===== src/rtl/text_console_writer.sv =====
// text_console_writer
//   Character-stream front end for the text-mode VGA path. Accepts ASCII
//   bytes over a valid/ready handshake and writes them into the COLS*ROWS
//   screen memory that the VGA scan-out reads. Tracks a cursor, interprets
//   BS (0x08), LF (0x0A), FF (0x0C) and CR (0x0D), and scrolls the screen up
//   one row when the cursor runs off the bottom.
//
//   Ports
//     clk, reset           system clock, synchronous active-high reset
//     char_data/valid      incoming byte, qualified by char_valid
//     char_ready           byte accepted on char_valid & char_ready
//     mem_addr/wdata/we    screen memory write port (row*COLS+col)
//     mem_rdata            combinational read data for mem_addr (mem_we=0)
//     cursor_col/row       current cursor position
//     busy                 FSM not idle (always !char_ready)
//
//   All memory-side outputs are registered and describe the operation of
//   the state the FSM is in during that cycle: whenever the FSM moves into a
//   state, the same edge loads the outputs that state must present.
module text_console_writer #(
  parameter int          COLS  = 80,
  parameter int          ROWS  = 30,
  parameter logic [7:0]  BLANK = 8'h20
) (
  input  logic        clk,
  input  logic        reset,
  input  logic [7:0]  char_data,
  input  logic        char_valid,
  output logic        char_ready,
  output logic [11:0] mem_addr,
  output logic [7:0]  mem_wdata,
  output logic        mem_we,
  input  logic [7:0]  mem_rdata,
  output logic [6:0]  cursor_col,
  output logic [4:0]  cursor_row,
  output logic        busy
);

  typedef enum logic [2:0] {
    CLEAR, IDLE, WRITE, BS_WRITE, SCROLL_RD, SCROLL_WR, SCROLL_CLR
  } state_t;

  localparam logic [11:0] COLS_A     = 12'(COLS);
  localparam logic [11:0] LAST_A     = 12'(COLS*ROWS-1);
  localparam logic [11:0] ROW_LAST_A = 12'((ROWS-1)*COLS);
  // Destination of the final copy in the scroll move (source = LAST_A).
  localparam logic [11:0] WR_LAST_A  = 12'((ROWS-1)*COLS-1);
  localparam logic [6:0]  COL_MAX    = 7'(COLS-1);
  localparam logic [4:0]  ROW_MAX    = 5'(ROWS-1);

  localparam logic [7:0] C_BS = 8'h08;
  localparam logic [7:0] C_LF = 8'h0A;
  localparam logic [7:0] C_FF = 8'h0C;
  localparam logic [7:0] C_CR = 8'h0D;

  state_t      state;
  logic [11:0] cur_addr;
  logic        accept;

  assign cur_addr = 12'(cursor_row) * COLS_A + 12'(cursor_col);
  assign accept   = char_valid & char_ready;
  assign busy     = ~char_ready;

  always_ff @(posedge clk) begin
    if (reset) begin
      // mem_we=0 here marks "clear not started yet"; CLEAR then begins at 0.
      state      <= CLEAR;
      cursor_col <= '0;
      cursor_row <= '0;
      char_ready <= 1'b0;
      mem_we     <= 1'b0;
      mem_addr   <= '0;
      mem_wdata  <= BLANK;
    end else begin
      case (state)
        // mem_addr doubles as the sweep index for the clear.
        CLEAR: begin
          mem_wdata <= BLANK;
          if (!mem_we) begin
            mem_we   <= 1'b1;
            mem_addr <= '0;
          end else if (mem_addr == LAST_A) begin
            mem_we     <= 1'b0;
            char_ready <= 1'b1;
            state      <= IDLE;
          end else begin
            mem_addr <= mem_addr + 12'd1;
          end
        end

        IDLE: begin
          if (accept) begin
            case (char_data)
              C_CR: cursor_col <= '0;

              // LF without scroll keeps ready high: one byte per cycle.
              C_LF: begin
                cursor_col <= '0;
                if (cursor_row == ROW_MAX) begin
                  mem_addr   <= COLS_A;
                  mem_we     <= 1'b0;
                  char_ready <= 1'b0;
                  state      <= SCROLL_RD;
                end else begin
                  cursor_row <= cursor_row + 5'd1;
                end
              end

              // No wrap to the previous row at column 0.
              C_BS: begin
                if (cursor_col != '0) begin
                  cursor_col <= cursor_col - 7'd1;
                  mem_addr   <= cur_addr - 12'd1;
                  mem_wdata  <= BLANK;
                  mem_we     <= 1'b1;
                  char_ready <= 1'b0;
                  state      <= BS_WRITE;
                end
              end

              // Form feed starts writing immediately at address 0.
              C_FF: begin
                cursor_col <= '0;
                cursor_row <= '0;
                mem_addr   <= '0;
                mem_wdata  <= BLANK;
                mem_we     <= 1'b1;
                char_ready <= 1'b0;
                state      <= CLEAR;
              end

              default: begin
                mem_addr   <= cur_addr;
                mem_wdata  <= char_data;
                mem_we     <= 1'b1;
                char_ready <= 1'b0;
                state      <= WRITE;
              end
            endcase
          end
        end

        // Cursor advances as the write retires; bottom-right goes to scroll.
        WRITE: begin
          mem_we <= 1'b0;
          if (cursor_col == COL_MAX) begin
            cursor_col <= '0;
            if (cursor_row == ROW_MAX) begin
              mem_addr <= COLS_A;
              state    <= SCROLL_RD;
            end else begin
              cursor_row <= cursor_row + 5'd1;
              char_ready <= 1'b1;
              state      <= IDLE;
            end
          end else begin
            cursor_col <= cursor_col + 7'd1;
            char_ready <= 1'b1;
            state      <= IDLE;
          end
        end

        BS_WRITE: begin
          mem_we     <= 1'b0;
          char_ready <= 1'b1;
          state      <= IDLE;
        end

        // mem_addr = source i; rdata is combinational, capture it into wdata.
        SCROLL_RD: begin
          mem_wdata <= mem_rdata;
          mem_addr  <= mem_addr - COLS_A;
          mem_we    <= 1'b1;
          state     <= SCROLL_WR;
        end

        // mem_addr = i-COLS; next source is i+1 = mem_addr+COLS+1.
        SCROLL_WR: begin
          if (mem_addr == WR_LAST_A) begin
            mem_addr  <= ROW_LAST_A;
            mem_wdata <= BLANK;
            mem_we    <= 1'b1;
            state     <= SCROLL_CLR;
          end else begin
            mem_addr <= mem_addr + COLS_A + 12'd1;
            mem_we   <= 1'b0;
            state    <= SCROLL_RD;
          end
        end

        SCROLL_CLR: begin
          if (mem_addr == LAST_A) begin
            mem_we     <= 1'b0;
            char_ready <= 1'b1;
            state      <= IDLE;
          end else begin
            mem_addr <= mem_addr + 12'd1;
          end
        end

        default: begin
          state      <= CLEAR;
          mem_we     <= 1'b0;
          mem_addr   <= '0;
          char_ready <= 1'b0;
        end
      endcase
    end
  end

endmodule


===== config.mk =====
export PLATFORM = sky130hd
export DESIGN_NAME = text_console_writer
export DESIGN_NICKNAME = d
export VERILOG_FILES = /design/src/rtl/text_console_writer.sv
export SDC_FILE = /design/constraint.sdc
export NUM_CORES = 1
export LEC_CHECK = 0
export ABC_AREA = 1
export CORE_ASPECT_RATIO = 1.4
export CORE_MARGIN = 5
export CORE_UTILIZATION = 25
export CTS_CLUSTER_SIZE = 25
export DETAILED_ROUTE_END_ITERATION = 8
export PLACE_DENSITY = 0.51
export SLEW_MARGIN = 5
export SYNTH_ARGS = -nofsm -noshare
export SYNTH_HDL_FRONTEND = slang
export SYNTH_SLANG_ARGS = --single-unit

===== constraint.sdc =====
create_clock -name clk -period 5.8 [get_ports clk]
set_clock_uncertainty 0.2 [all_clocks]
set_input_delay 0.87 -clock clk [delete_from_list [all_inputs] [get_ports clk]]
set_output_delay 0.87 -clock clk [all_outputs]
set_load 0.05 [all_outputs]

==> results.py <==
metrics = {
    "critical_path": {
        "cp.arrival_ps": 3100,
        "start_kind": "input port",
        "crit_path_end_kind": "flop",
        "cp_max_fo": 14,
        "cp_cell_sequence": "clkdlybuf4s50_1, inv_1, nand2_1, inv_1, nand4_4, inv_4, nand2_2, nand2_1, nor4_4, inv_1, a21oi_1, o21ai_0",
        "cp_slowest_cell": "clkdlybuf4s50_1",
        "crit_type": "input port to flop",
        "max_stage_delay_ps": 610,
        "path_common_cell": "inv_1",
        "cp.required_ps": 5780,
    },
    "placement": {
        "place_inst": 886,
        "port_buffers": 53,
        "dpl.hpwl_um": 10800,
        "place.gp.congestion": 0.842,
        "pre_cts_ws_ps": 2340,
    },
    "pwr": {
        "total_power_mw": 0.645,
        "p_sw_share_pct": 23.9,
        "p_comb_share_pct": 7.3,
        "vdd_drop_max_v": 0.0000848,
        "p_leak_nw": 2.03,
        "power.internal_mw": 0.490,
        "power_switching_mw": 0.154,
        "power.density_mw_per_mm2": 135,
        "p_clk_share_pct": 52.7,
        "seq_power_share_pct": 39.9,
    },
    "drt": {
        "ant_nets": 0,
        "drc": 0,
        "dr.pass1.iters": 5,
        "via_per_inst": 4.91,
        "vias": 4390,
        "first_iter_violations": 219,
        "drt_wl_total_um": 13600,
        "post_drt_wl_per_cell_um": 15.2,
    },
    "logic_synthesis": {
        "synth_cell_types": 51,
        "netlist_instances": 653,
        "synth_seq_cells": 37,
        "synth.avg_cell_area_um2": 6.01,
        "ys.flop_type": "dfxtp_1",
        "async_flop_share_pct": 0,
        "synth.yosys.warnings": 0,
        "ys_seq_area_share_pct": 18.9,
        "synth_area_mm2": 0.00392,
        "synth_edf_count": 0,
        "syn-num-nets": 694,
    },
    "clock_tree": {
        "ctsHoldBuffers": 0,
        "clk_pin_slew_ps": 60,
        "cts_buffers": 5,
        "post_cts_buffers": 0,
        "clock_sinks": 37,
        "cts_buffer_depth": 2,
        "clock_latency_ps": 300,
        "post_cts_resized": 0,
        "cts-htree-levels": 2,
        "cts_tree": "built",
        "root_buffer": "clkbuf_16",
    },
    "die": {
        "rows": 54,
        "coreArea_mm2": 0.0155,
        "die_y_um": 158,
        "die_area_mm2": 0.0183,
        "start_util_pct": 25.2,
        "ios": 54,
        "die_w_um": 116,
    },
    "grt": {
        "grt_usage_pct": 14.8,
        "grt_pass1_vias": 4233,
        "gr-total-overflow": 0,
        "antenna_found_initial": 0,
        "grt_pass1_wl_um": 21900,
        "grt_max_degree": 28,
    },
    "layout": {
        "drive_gt1_share_pct": 6.88,
        "num_antenna_cells": 0,
        "area_growth_pct": 21.9,
        "fin_nets": 738,
        "instances_no_fill": 894,
    },
    "sta": {
        "fin_crit_ps": 3120,
        "rsz0062_at_grt": "no",
        "fin_setup_tns_ps": 0,
        "final-setup-viol-count": 0,
        "tightest_slew_ps": 967,
        "setup_slack_ps": 2680,
        "slew_headroom_pct": 35.3,
        "hold_viol": 0,
        "fin_crit_sh_pct": 53.8,
        "max_freq_mhz": 321,
        "drv_slew": 0,
    },
    "run": {
        "maxCapViolations": 0,
    },
    "status": {
        "status": "finished clean",
    },
    "worst_hold_path": {
        "hold_class": "flop to flop",
    },
}
==> worst max-delay path, delay by kind of cell <==
family | cells | cell delay, ps
compound gates | 2 | 230
buf+inv | 5 | 990
simple gates | 5 | 1000
==> routing by layer <==
layer / routed length [µm] / global-route usage, % / vias to the layer above
met5: 0 / 0 / -
met4: 255 / 4.37 / 0
met3: 431 / 1.87 / 13
met2: 7190 / 27.3 / 95
met1: 5720 / 17.8 / 2009
li1: - / - / 2273
==> sequential cells by signal (all words and copies together) (netlist names) <==
| signal | flops |
|---|---|
| cursor_col | 7 |
| char_ready | 1 |
| mem_wdata | 8 |
| cursor_row | 5 |
| mem_we | 1 |
| state | 3 |
| mem_addr | 12 |
==> metrics by stage <==
stage	instance area [µm²]	hold WS, ps	util (%)
after floorplan	3920	510	-
after global placement	4610	280	29.6
after detailed placement	4610	287	29.6
after CTS	4780	304	30.8
after global routing	4780	331	30.8
final	4780	301	30.8
==> cells in the mapped netlist, types with 10 or more instances <==
cell / count / share of area (%)
nor2_1: 66 / 6.3
ha_1: 19 / 6.1
xor2_1: 12 / 2.7
a21oi_1: 50 / 6.4
nand2_1: 158 / 15
nand4_1: 12 / 1.9
inv_2: 10 / 0.96
dfxtp_1: 37 / 19
nand3_1: 60 / 7.7
inv_1: 69 / 6.6
nor3_1: 11 / 1.4
o21ai_0: 54 / 6.9
==> cell usage in the layout, fill, tap and decap left out, types with 8 or more instances in the layout <==
cell type          n
nand4_1           12
nand3_1           60
xor2_1            12
inv_1             69
clkdlybuf4s50_1   53
inv_2             10
ha_1              19
nand2_1          158
dfxtp_1           37
a21oi_1           50
o22ai_1            8
nor3_1            11
o21ai_0           54
nor2_1            66
==> cell families after synthesis <==
logic type / after synthesis / share of synthesized area, %
AND/OR/NAND/NOR: 337 / 39.4
buffers and inverters: 104 / 11.2
AO/OA/AOI/OAI: 140 / 20.0
adder cells (fa/ha/maj): 22 / 7.59
flip-flops: 37 / 18.9
XOR/XNOR: 13 / 2.90
==> path summary, 6_finish.rpt <==
path / slack [ps] / start / cells past startpoint / to
worst min register to register: 300 / mem_wdata[5]$_SDFFE_PP1P_ / 2 / mem_wdata[5]$_SDFFE_PP1P_
worst max-delay path: 2680 / char_data[2] / 12 / mem_wdata[5]$_SDFFE_PP1P_
worst min-delay path: 300 / mem_wdata[5]$_SDFFE_PP1P_ / 2 / mem_wdata[5]$_SDFFE_PP1P_
worst max register to register: 2790 / cursor_row[1]$_SDFFE_PP0P_ / 10 / mem_addr[6]$_SDFFE_PP0P_
==> area by class of cell <==
cell class,instances,area [µm²]
multi-input combinational,512,2740
inverter,86,333
clock inverter,2,37.5
sequential,37,741
tap,196,245
fill,1747,10800
timing repair buffer,55,546
clock buffer,6,139
==> power by group through the flow <==
| stage | Clock, mW | Combinational, mW | Sequential [mW] |
|---|---|---|---|
| floorplan | 0 | 0.0177 | 0.268 |
| global placement | 0 | 0.0472 | 0.263 |
| detailed placement | 0 | 0.0473 | 0.263 |
| CTS | 0.344 | 0.0475 | 0.258 |
| global route | 0.349 | 0.0512 | 0.258 |
| finish | 0.340 | 0.0473 | 0.257 |
(Power assumes the default switching activity.)
==> patch (same flow settings) <==
Re-encode `state_t` (7 states) as one-hot, 7 bits wide.
--- a/src/rtl/text_console_writer.sv
+++ b/src/rtl/text_console_writer.sv
@@ -37,6 +37,6 @@
 );
 
-  typedef enum logic [2:0] {
-    CLEAR, IDLE, WRITE, BS_WRITE, SCROLL_RD, SCROLL_WR, SCROLL_CLR
+  typedef enum logic [6:0] {
+    CLEAR = 7'b0000001, IDLE = 7'b0000010, WRITE = 7'b0000100, BS_WRITE = 7'b0001000, SCROLL_RD = 7'b0010000, SCROLL_WR = 7'b0100000, SCROLL_CLR = 7'b1000000
   } state_t;
 
Check against the original RTL: same outputs for any inputs over 10 cycles, from zero or initial values and one cycle with reset high; not proved beyond that.
==> patch against the unedited design <==
Sequential cell count is 4 higher; die area is 5.9% higher; setup slack worse by 380 ps; final area is 5.3% higher; global-route usage is 0.38 points higher; sequential share of layout area is 0.80 points higher; wire length is 10% higher; non-clock buffer count is 1 lower; synthesized area is 6.4% higher; first-iteration DRC count is 27% higher; critical endpoint is now mem_wdata[2].
Power is not compared: it rests on default switching activity, and its combinational part moved more than twofold at a synthesized area within 25%.
==> patch: results (changes against the unedited design) <==
largest family of logic cells by synthesized area simple AND/OR/NAND/NOR gates; Post-Syn Nets 730 (+5.2%); hold path endpoint mem_wdata[4]; DP HPWL 12.06 mm (+11%); DRT iter0 DRCs 279 (+27%); top cells by count, synth nand2_1, inv_1, nor2_1; crit path DAT 3480 ps (+380 ps); first-pass iteration count of the detailed router 6 (+1); Synth cell types 48 (-5.9%); Routed met2 length 7.953 mm (+11%); xor/xnor share of the synthesized area 3.568% (+0.67 points); buffer count from post-CTS setup fixing 0 (unchanged); worst-case reg-to-reg path depth 17 (+7); top cells by area, synth dfxtp_1, nand2_1, nand3_1; hold path startpoint mem_wdata[4]; Final GP Congestion 0.9153 (+8.7%); slowest stage delay, CP 760 ps (+150 ps); Critical R2R Capture mem_addr[11]; Crit-path slowest cell nor4_1; vias in the first global route 4456 (+5.3%); adder-cell share of the synthesized area 6.957% (-0.64 points); global-route wire length before repair 23.51 mm (+7.1%); worst-margin pin slew 980.1 ps (+12.77 ps); Fin Hold WS 270.8 ps (-30.38 ps); Cell Area, Placed 4878 µm² (+5.9%); r2r setup slk 2710 ps (-80 ps); share of layout cells above drive strength 1 8.583% (+1.7 points); critical path peak fanout 9 (-5); routed wire length 14.99 mm (+10%); antenna violations before repair 0 (unchanged); Top Registers mem_addr (12), mem_wdata (8); sequential fraction of the synthesis area 19.67% (+0.79 points); status completed; area fraction in compound gates after synthesis 17.93% (-2.1 points); GRT Total Usage 15.21% (+0.38 points); met3 WL 447 µm (+3.7%); Vias 4615 (+5.1%); M1 wire length 6.086 mm (+6.4%)
## patch: cell types whose count changed in the layout (fill, tap and decap cells not counted), moves of 5 or more
cell / before / now
nor2_4: 1 / 6
nand2_1: 158 / 166
o31ai_1: 3 / 8
o21ai_0: 54 / 44
inv_2: 10 / 16
inv_1: 69 / 77
## patch: cells by family after synthesis
kind of cell | count (synthesis)
AO/OA/AOI/OAI | 133
XOR/XNOR | 17
adder cells (fa/ha/maj) | 22
buffers and inverters | 112
flip-flops | 41
AND/OR/NAND/NOR | 364
## patch: worst max-delay path by stage
stage	start	to	depth (start not counted)
after floorplan	cursor_row[3]	mem_addr[11]	17
after global placement	char_data[5]	mem_wdata[2]	11
after detailed placement	char_data[5]	mem_wdata[2]	11
after CTS	char_data[5]	mem_wdata[2]	11
after global routing	char_data[5]	mem_wdata[2]	11
final	char_data[5]	mem_wdata[2]	11
## patch: layout make-up
cell class	instances	area, µm²
Sequential cell	41	820.8
Inverter	96	364.1
Timing Repair Buffer	54	538.0
Multi-Input combinational cell	536	2902
Clock buffer	5	125.1
Clock inverter	2	35.03
Fill cell	1847	11570
Tap cell	203	254.0
## patch: through the flow
| stage | cells | setup slack (ps) | total power [mW] |
|---|---|---|---|
| floorplan | 689 | 2771 | 0.9028 |
| global placement | 930 | 2014 | 1.114 |
| detailed placement | 930 | 2035 | 1.104 |
| CTS | 937 | 2327 | 1.432 |
| global route | 937 | 2249 | 1.527 |
| finish | 937 | 2295 | 1.424 |
## patch: metal layers
layer	up-vias	global-route usage (%)
met2	116	29.07
met3	28	1.911
met4	0	5.904
li1	2368	-
met1	2103	16.88
met5	-	0
## patch: critical path, delay by kind of cell
family / cells / cell delay, ps
AND/OR/NAND/NOR: 6 / 1530
buffers and inverters: 3 / 750
AO/OA/AOI/OAI: 2 / 310
